--- src/rtl/bcd_seq.sv ---
// Sequential binary-to-BCD converter (double dabble, one operand bit per clock)
// with valid/ready handshakes on both the operand and the result side.
module bcd_seq #(
  parameter int WIDTH  = 8,
  parameter int DIGITS = 3,
  parameter int SIGNED = 0
) (
  input  logic                  clk,
  input  logic                  rst_n,
  input  logic                  in_valid,
  output logic                  in_ready,
  input  logic [WIDTH-1:0]      binary,
  output logic                  out_valid,
  input  logic                  out_ready,
  output logic [4*DIGITS-1:0]   bcd,
  output logic                  sign,
  output logic                  overflow
);

  localparam int CW = $clog2(WIDTH + 1);
  localparam int BW = 4 * DIGITS;

  typedef enum logic [1:0] {IDLE, SHIFT, DONE} state_t;

  state_t          state_q, state_d;
  logic [CW-1:0]   cnt_q, cnt_d;
  logic [WIDTH-1:0] sr_q, sr_d;
  logic [BW-1:0]   acc_q, acc_d, acc_adj;
  logic            ovf_run_q, ovf_run_d;
  logic            neg_q, neg_d;
  logic [BW-1:0]   bcd_q, bcd_d;
  logic            sign_q, sign_d;
  logic            ovf_q, ovf_d;

  // All digits are corrected from their pre-correction values in parallel.
  function automatic logic [BW-1:0] add3(input logic [BW-1:0] a);
    logic [BW-1:0] r;
    logic [3:0]    d;
    r = '0;
    for (int i = 0; i < DIGITS; i++) begin
      d = a[4*i +: 4];
      r[4*i +: 4] = (d >= 4'd5) ? d + 4'd3 : d;
    end
    return r;
  endfunction

  always_comb begin
    state_d   = state_q;
    cnt_d     = cnt_q;
    sr_d      = sr_q;
    acc_d     = acc_q;
    ovf_run_d = ovf_run_q;
    neg_d     = neg_q;
    bcd_d     = bcd_q;
    sign_d    = sign_q;
    ovf_d     = ovf_q;
    acc_adj   = add3(acc_q);

    case (state_q)
      IDLE: begin
        if (in_valid) begin
          if ((SIGNED != 0) && binary[WIDTH-1]) begin
            // Most-negative operand negates to 2^(WIDTH-1), which still fits unsigned.
            sr_d  = ~binary + {{(WIDTH-1){1'b0}}, 1'b1};
            neg_d = 1'b1;
          end else begin
            sr_d  = binary;
            neg_d = 1'b0;
          end
          acc_d     = '0;
          ovf_run_d = 1'b0;
          cnt_d     = CW'(WIDTH);
          state_d   = SHIFT;
        end
      end
      SHIFT: begin
        acc_d     = {acc_adj[BW-2:0], sr_q[WIDTH-1]};
        sr_d      = {sr_q[WIDTH-2:0], 1'b0};
        ovf_run_d = ovf_run_q | acc_adj[BW-1];
        cnt_d     = cnt_q - CW'(1);
        if (cnt_q == CW'(1)) begin
          state_d = DONE;
          bcd_d   = acc_d;
          sign_d  = neg_q;
          ovf_d   = ovf_run_d;
        end
      end
      DONE: begin
        if (out_ready) state_d = IDLE;
      end
      default: state_d = IDLE;
    endcase
  end

  always_ff @(posedge clk or negedge rst_n) begin
    if (!rst_n) begin
      state_q   <= IDLE;
      cnt_q     <= '0;
      sr_q      <= '0;
      acc_q     <= '0;
      ovf_run_q <= 1'b0;
      neg_q     <= 1'b0;
      bcd_q     <= '0;
      sign_q    <= 1'b0;
      ovf_q     <= 1'b0;
    end else begin
      state_q   <= state_d;
      cnt_q     <= cnt_d;
      sr_q      <= sr_d;
      acc_q     <= acc_d;
      ovf_run_q <= ovf_run_d;
      neg_q     <= neg_d;
      bcd_q     <= bcd_d;
      sign_q    <= sign_d;
      ovf_q     <= ovf_d;
    end
  end

  assign in_ready  = (state_q == IDLE);
  assign out_valid = (state_q == DONE);
  assign bcd       = bcd_q;
  assign sign      = sign_q;
  assign overflow  = ovf_q;

endmodule

--- config.mk ---
export PLATFORM = sky130hd
export DESIGN_NAME = bcd_seq
export DESIGN_NICKNAME = d
export VERILOG_FILES = /design/src/rtl/bcd_seq.sv
export SDC_FILE = /design/constraint.sdc
export NUM_CORES = 1
export LEC_CHECK = 0
export ABC_CLOCK_PERIOD_IN_PS = 1500
export BUFFER_PORTS_ARGS = -buffer_cell sky130_fd_sc_hd__buf_4
export CAP_MARGIN = 20
export CORE_MARGIN = 2
export CORE_UTILIZATION = 41
export DETAILED_ROUTE_END_ITERATION = 8
export GPL_TIMING_DRIVEN = 0
export HOLD_SLACK_MARGIN = 0.05
export PLACE_DENSITY_LB_ADDON = 0.08
export SYNTH_ARGS = -nofsm -noshare
export SYNTH_HDL_FRONTEND = slang
export SYNTH_SLANG_ARGS = --single-unit
--- constraint.sdc ---
create_clock -name clk -period 1.5 [get_ports clk]
set_input_delay 0.075 -clock clk [delete_from_list [all_inputs] [get_ports clk]]
set_output_delay 0.075 -clock clk [all_outputs]
set_load 0.01 [all_outputs]
==> results of run 1 <==
[power by group through the flow]
stage | clock [uW] | combinational, uW | sequential (uW)
CTS | 696 | 2400 | 1960
global route | 742 | 3240 | 2060
finish | 671 | 2880 | 1980
floorplan | 0 | 1540 | 1930
global placement | 0 | 2220 | 1940
detailed placement | 0 | 2260 | 1950
[layout make-up]
type                       instances  area (um2)
clock buffer                       6        72.6
sequential                        40        1000
buffer                            10        71.3
tap                               54        67.6
multi-input combinational        144        1000
timing repair buffer              39         317
inverter                          10        37.5
clock inverter                     1        5.00
fill                             431        2090
[path summary, 6_finish.rpt]
kind / cells past startpoint / start / slack (ps) / end
max in group asynchronous: 2 / rst_n / 850 / acc_q[1]
max: 5 / cnt_q[0] / -4 / bcd[10]
min in group asynchronous: 2 / rst_n / 300 / acc_q[11]
max reg2reg: 5 / cnt_q[0] / -4 / bcd[10]
min reg2reg: 2 / bcd[8] / 480 / bcd[8]
min: 5 / binary[0] / 190 / sr_q[0]
[synthesized netlist by cell type (4+ instances only)]
cell type  count
a21oi_1       21
nand2b_1       5
nor2_1         4
dfrtp_1       40
mux2_2         4
nor3b_1       13
clkbuf_1       4
a22o_1         4
nand2_1       29
ha_1           8
nor3_1         4
o21ai_0       33
inv_1         10
[stage by stage]
step	utilization [%]	TNS [ps]	hold slack, ps
2_1_floorplan	-	0	-221
3_3_place_gp	47.7	-651	89.2
3_5_place_dp	47.7	-959	85.6
4_1_cts	51.0	0	180
5_1_grt	55.2	-184	215
6_report	55.2	-4.13	192
[metal layers]
| layer | wire length [um] | vias up | track usage (%) |
|---|---|---|---|
| li1 | - | 791 | - |
| met1 | 2050 | 747 | 21.8 |
| met2 | 2010 | 26 | 27.9 |
| met3 | 160 | 6 | 4.70 |
| met4 | 55 | 0 | 5.56 |
| met5 | 0 | - | 0 |
[what timing repair did]
action / 4_1_cts / 5_1_grt
endpoints found under the setup margin: 18 / 37
gates resized for setup: 12 / 32
pin swaps: 3 / 7
hold buffers: 2 / 0
endpoints found under the hold margin: 41 / 0
cloned: 0 / 2
buffers inserted: 2 / 7
[registers in the layout (all words and copies together) (netlist names)]
| signal | count |
|---|---|
| bcd | 12 |
| cnt_q | 4 |
| overflow | 1 |
| ovf_run_q | 1 |
| state_q | 2 |
| sr_q | 8 |
| acc_q | 12 |
[cells by family (layout without fill, tap and decap cells)]
logic type / count (synthesis) / in the layout / synth area share [%]
AO/OA/AOI/OAI: 61 / 61 / 17.0
adder cells (fa/ha/maj): 8 / 8 / 5.10
AND/OR/NAND/NOR: 65 / 65 / 17.3
XOR/XNOR: 3 / 3 / 1.34
other: 1 / 1 / 0.191
buffers and inverters: 20 / 66 / 4.78
multiplexers: 6 / 6 / 3.32
flip-flops: 40 / 40 / 51.0
[worst reg2reg max path: stages, from the launching register on]
cell     delay (ps)
dfrtp_1         440
ha_4            160
nor3b_4         240
nand2_4         130
buf_6           140
mux2_4          280
==> reports/summary.txt, run 1 <==
number of global-route vias before repair: 1,483
Flop pwr share: 35.8%
Critical Path AT: 1690 ps
asr flop ratio synth: 100%
Hold Crit Class: in2reg
Post-Route WL: 4280 um
status: complete, but fails checks
die height: 73.2 um
family with the most delay on the worst path: flip-flops
total CTS buffers: 5
synthesis-to-finish area growth: 31.2%
placed insts: 284
Fin. Hold Viols: 0
Layout Nets: 270
Final Cycle Share: 100%
initial antenna violation count: 0
Post-Syn Instances: 204
largest area contributor in the netlist: dfrtp_1
total power: 5530 uW
Critical Path Max Stage Delay: 440 ps
synthesized area: 0.00196 mm2
largest net degree at the start of global routing: 41
H-tree depth: 2
Avg Inst Size Synth: 9.62 um2
placer congestion estimate: 0.738
CTS tree: yes
Yosys top cell area share: 51.0%
internal power: 3320 uW
failing checks: setup timing
crit path cell chain: ha_4 > nor3b_4 > nand2_4 > buf_6 > mux2_4
post-DP HPWL: 2780 um
Overflow after GRT: 0
most common cell after layout, fill and taps aside: dfrtp_1
Diodes inserted: 0
Clock power frac: 12.1%
Root Buffer: clkbuf_8
Ys Warns: 0
MaxCap Viol Count: 0
Worst path slowest cell: dfrtp_1
Reg clk slew, reported paths: 80 ps
num ports: 28
Max FO, Critical Path: 7
Setup WS pre-CTS: -160 ps
switching power: 2210 uW
die width: 73.2 um
DRT Pass-1 Iters: 4
# setup viols final: 1
Max rail drop VDD: 0.000774 V
Via density: 5.16
Leak: 0.00119 uW
Worst slew margin: 66.5%
# DRC: 0
layout cells sized above 1: 32.8%
port bufs: 26
worst-margin pin slew: 503 ps
clk sink count: 40
Finished Cell Area: 0.00257 mm2
worst clock skew: 5.13 ps
number of synthesized flops with an enable pin: 0
max-slew violations: 0
Setup crit end kind: flop
Synth area leaders: dfrtp_1 (51%), o21ai_0 (8.4%), nand2_1 (5.5%), a21oi_1 (5.4%), ha_1 (5.1%)
number of synthesized register bits: 40
ys flop type: dfrtp_1
Mapped Nets: 224
area of the die: 0.00535 mm2
core area: 0.00466 mm2
Tmin final: 1500 ps
CTS max path bufs: 2
synth unique cells: 28
Initial Utilization: 42.1%
pwr/cell area: 2150 mW/mm2
Logic pwr share: 52.0%
most frequent cells in the layout: dfrtp_1 (40), buf_4 (36), o21ai_0 (31)
GRT Total Usage: 17.0%
RSZ-0062 raised after global routing: yes
CP Launch Type: flop
latest clock arrival within the worst-skew pair: 290 ps
Net Sw Frac: 40.0%
worst path bufs/invs: 1
DR WL/cell: 14.1 um
Peak Freq: 665 MHz
Final ANT Viol Nets: 0
global-route wire length before repair: 6990 um
Req. time, crit path: 1680 ps
sequential element share of the synthesized area: 51.0%
WS Path Type: reg2reg
area post-placement: 0.00222 mm2
1st-iter DRT viols: 42
via count: 1,570
final worst slack: -4.13 ps
Finished Layout Cells: 304
std cell rows: 25
No activity file was read; power rests on OpenSTA's default activity.
==> run 2: changes to the inputs <==
ABC_CLOCK_PERIOD_IN_PS = 1730   (was 1500)
CORE_UTILIZATION = 45   (was 41)
REMOVE_ABC_BUFFERS = 1   (was unset)
clock period = 1.73 ns   (was 1.5 ns; I/O delays follow)
==> run 2 against run 1 <==
Against the previous run:
- the flow now finishes without violations
- critical path type unchanged
- critical path depth grew 1
- clock skew shrank 0.81 ps
- first-iteration DRC count grew 60%
- hold slack lost 7.0 ps
- fmax shrank 10%
- sequential share of layout area grew 4.8 points
- routed wire length shrank 14%
- core utilization shrank 1.4 points
- die area shrank 8.4%
- sequential cell count is the same
==> reports/summary.txt, run 2 (synthesis results as in run 1) <==
die width: 70.0 um
max-slew violations: 0
hold path depth: 5
Final ANT Viol Nets: 0
Reg clk slew, reported paths: 70 ps
Req. time, crit path: 1960 ps
global-route wire length before repair: 6420 um
# setup viols final: 0
Finished Layout Cells: 280
status: finished, final reports clean
total CTS buffers: 5
# DRC: 0
setup_tns: 0 ps
Setup crit end kind: flop
DR WL/cell: 13.2 um
synthesis-to-finish area growth: 17.0%
area post-placement: 0.00218 mm2
Final Cycle Share: 96.8%
worst hold start: binary[0]
WS Path Type: reg2reg
via count: 1,512
worst clock skew: 4.33 ps
Filler cells: 392
area of the die: 0.00490 mm2
RSZ-0062 raised after global routing: yes
Overflow after GRT: 0
Peak Freq: 597 MHz
Fin. Hold Viols: 0
CP Launch Type: flop
die height: 70.0 um
worst-margin pin slew: 513 ps
post-DP HPWL: 2490 um
Initial Utilization: 46.0%
layout cells sized above 1: 18.9%
Top Usage Layer GRT: met2
MaxCap Viol Count: 0
Critical Path AT: 1900 ps
num ports: 28
Diodes inserted: 0
Layout Nets: 250
most common cell after layout, fill and taps aside: dfrtp_1
CTS max path bufs: 2
FF/Latch Area: 0.00100 mm2
initial antenna violation count: 0
H-tree depth: 2
1st-iter DRT viols: 67
CTS tree: yes
Multi-input gate area: 895 um2
Via density: 5.40
clk sink count: 40
Post-Route WL: 3690 um
Leak: 0.00106 uW
std cell rows: 24
GRT Total Usage: 16.5%
number of global-route vias before repair: 1,417
met2 Track Usage GR: 26.2%
core area: 0.00426 mm2
Root Buffer: clkbuf_8
Reg2Reg Setup Slack: 60 ps
Max FO, Critical Path: 5
port bufs: 26
most frequent cells in the layout: dfrtp_1 (39), o21ai_0 (33), nand2_1 (29)
reg-to-reg endpoint: bcd[10]
Tmin final: 1670 ps
largest net degree at the start of global routing: 41
met3 Track Usage GR: 4.76%
latest clock arrival within the worst-skew pair: 290 ps
Hold Crit Class: in2reg
Worst Reg-to-Reg Cells: 6
Worst slew margin: 65.8%
placer congestion estimate: 0.782
RR Startpoint: acc_q[8]
Setup WS pre-CTS: -744 ps
DRT Pass-1 Iters: 4
total power: 4150 uW
final worst slack: 55.3 ps
Max rail drop VDD: 0.000731 V
routing usage on met1: 21.4%
Finished Cell Area: 0.00229 mm2
pwr/cell area: 1810 mW/mm2
placed insts: 273
worst hold endpoint: sr_q[0]
==> run 2: through the flow <==
step | util (%) | hold WS [ps]
after global placement | 50.8 | 93.1
after CTS | 53.6 | 181
after detailed placement | 51.1 | 97.0
final | 53.8 | 185
after floorplan | - | -209
after global routing | 53.8 | 235
==> run 2: cell type report <==
type / instances / area share (%)
repair buffers: 29 / 9.87
well taps: 52 / 2.84
inverters: 10 / 1.64
clock buffers: 5 / 3.00
multi-input cells: 144 / 39.0
flip-flops and latches: 40 / 43.7
==> run 2: timing repair <==
action	CTS	global route
setup endpoints to repair	22	7
setup buffers	0	0
gates resized for setup	4	2
hold endpoints to repair	41	0
hold buffers	2	0
==> run 2: per-layer routing <==
metal | vias up | wire length (um)
met2 | 26 | 1750
met3 | 7 | 136
met1 | 736 | 1740
met4 | 0 | 61
li1 | 743 | -
met5 | - | 0
==> run 2: worst max-delay path by stage <==
stage / start / end / slack [ps] / cells after the start
floorplan: state_q[0] / cnt_q[3] / -140 / 3
global placement: state_q[0] / cnt_q[3] / -810 / 3
CTS: state_q[0] / bcd[10] / 60 / 3
finish: acc_q[8] / bcd[10] / 60 / 6
global route: state_q[1] / acc_q[7] / -50 / 4
detailed placement: state_q[0] / bcd[6] / -740 / 3
==> run 2: worst max-delay path, cell delays in order (launching register included) <==
cell and delay [ps]:
dfrtp_1 420, inv_1 110, ha_1 240, nand2b_1 90, a21oi_1 270, mux2i_1 290
mux2_2 190
==> run 2: power breakdown <==
group          switching, uW  internal, uW
Clock                    299           260
Combinational            973           876
Sequential               395          1350
==> run 3: changes to the inputs <==
SETUP_SLACK_MARGIN = 0.15   (was unset)
==> run 3 against run 2 <==
Against the previous run:
- sequential cell count is the same
- sequential share of layout area shrank 1.3 points
- hold slack gained 6.1 ps
- largest power group unchanged
- register-to-register slack gained 160 ps
- global-route usage grew 0.092 points
==> reports/summary.txt, run 3 (synthesis results as in run 1) <==
family with the most delay on the worst path: multiplexers
worst clock skew: 4.46 ps
latest clock arrival within the worst-skew pair: 290 ps
die width: 70.0 um
Req. time, crit path: 1960 ps
port bufs: 26
switching power: 1780 uW
RR Startpoint: acc_q[5]
worst path bufs/invs: 1
Post-Route WL: 4020 um
Flop pwr share: 40.7%
placed insts: 273
Max FO, Critical Path: 3
core area: 0.00426 mm2
RSZ-0062 raised after global routing: yes
CTS tree: yes
Critical Path AT: 1740 ps
setup_tns: 0 ps
status: finished, final reports clean
Peak Freq: 662 MHz
Net Sw Frac: 40.6%
# setup viols final: 0
GRT Total Usage: 16.6%
Reg clk slew, reported paths: 70 ps
MaxCap Viol Count: 0
number of global-route vias before repair: 1,416
Hold Crit Class: in2reg
pwr/cell area: 1850 mW/mm2
Leak: 0.00107 uW
post-DP HPWL: 2490 um
# DRC: 0
CP startpoint: acc_q[5]
Max rail drop VDD: 0.000813 V
hold path depth: 5
Initial Utilization: 46.0%
Worst Reg-to-Reg Cells: 6
worst-margin pin slew: 502 ps
Hold Worst Slack: 191 ps
largest net degree at the start of global routing: 41
max-slew violations: 0
Layout Nets: 254
Via density: 5.40
Filler cells: 379
Setup crit end kind: flop
Root Buffer: clkbuf_8
Final Cycle Share: 87.3%
CP Launch Type: flop
Tmin final: 1510 ps
most frequent cells in the layout: dfrtp_1 (38), o21ai_0 (33), nand2_1 (29)
Diodes inserted: 0
placer congestion estimate: 0.782
WP depth: 6
internal power: 2600 uW
DR WL/cell: 14.1 um
Finished Layout Cells: 284
Logic pwr share: 46.7%
initial antenna violation count: 0
Worst slew margin: 66.6%
via count: 1,533
Overflow after GRT: 0
Finished Cell Area: 0.00237 mm2
H-tree depth: 2
1st-iter DRT viols: 99
synthesis-to-finish area growth: 21.0%
WS Path Type: reg2reg
area of the die: 0.00490 mm2
total CTS buffers: 5
Fin. Hold Viols: 0
Worst path slowest cell: dfrtp_1
most common cell after layout, fill and taps aside: dfrtp_1
fin util: 55.7%
worst hold start: binary[0]
layout cells sized above 1: 25.0%
crit path cell chain: inv_1 > ha_1 > nand2b_1 > a21oi_2 > mux2i_2 > mux2_2
die height: 70.0 um
Clock power frac: 12.6%
std cell rows: 24
DRT Pass-1 Iters: 4
num ports: 28
clk sink count: 40
CTS max path bufs: 2
area post-placement: 0.00218 mm2
Final ANT Viol Nets: 0
global-route wire length before repair: 6450 um
Critical Path Max Stage Delay: 360 ps
run 3: what timing repair did:
action | 4_1_cts | 5_1_grt
gates resized for setup | 9 | 12
hold endpoints to repair | 41 | 0
cloned | 0 | 2
hold buffers | 2 | 0
buffers inserted | 1 | 1
pin swaps | 0 | 4
endpoints found under the setup margin | 32 | 15
run 3: stage by stage:
| step | setup WS, ps | total power (uW) |
|---|---|---|
| 2_1_floorplan | -142 | 2930 |
| 3_3_place_gp | -807 | 3460 |
| 3_5_place_dp | -744 | 3580 |
| 4_1_cts | 139 | 4250 |
| 5_1_grt | 125 | 4770 |
| 6_report | 220 | 4380 |
run 3: final cells by class:
cell class / instances / area, um2 / share of cell area (%)
Sequential cell: 40 / 1010 / 42.4
Multi-Input combinational cell: 146 / 955 / 40.2
Timing Repair Buffer: 31 / 241 / 10.2
Clock buffer: 5 / 68.8 / 2.90
Tap cell: 52 / 65.1 / 2.74
Inverter: 10 / 37.5 / 1.58
run 3: power by group through the flow:
stage	registers [uW]	logic (uW)	clock network [uW]
after floorplan	1720	1210	0
after global placement	1720	1740	0
final	1780	2050	553
after CTS	1760	1910	578
after global routing	1850	2310	616
after detailed placement	1750	1840	0
run 3: worst min-delay path: stages:
cell     delay, ps
buf_4           80
nand2_1         40
nor2_1          70
a21oi_1         40
o21ai_0        130
run 3: worst paths after layout:
path	end	slack, ps
max	bcd[6]	220
min	sr_q[0]	190
max reg2reg	bcd[6]	220
min reg2reg	bcd[8]	480
max in group asynchronous	state_q[0]	1030
min in group asynchronous	bcd[8]	300
run 3: per-layer routing:
| metal | routed length [um] | track usage [%] | vias up |
|---|---|---|---|
| li1 | - | - | 756 |
| met1 | 1930 | 21.8 | 744 |
| met2 | 1870 | 26.0 | 26 |
| met3 | 147 | 4.76 | 7 |
| met4 | 61 | 6.41 | 0 |
| met5 | 0 | 0 | - |
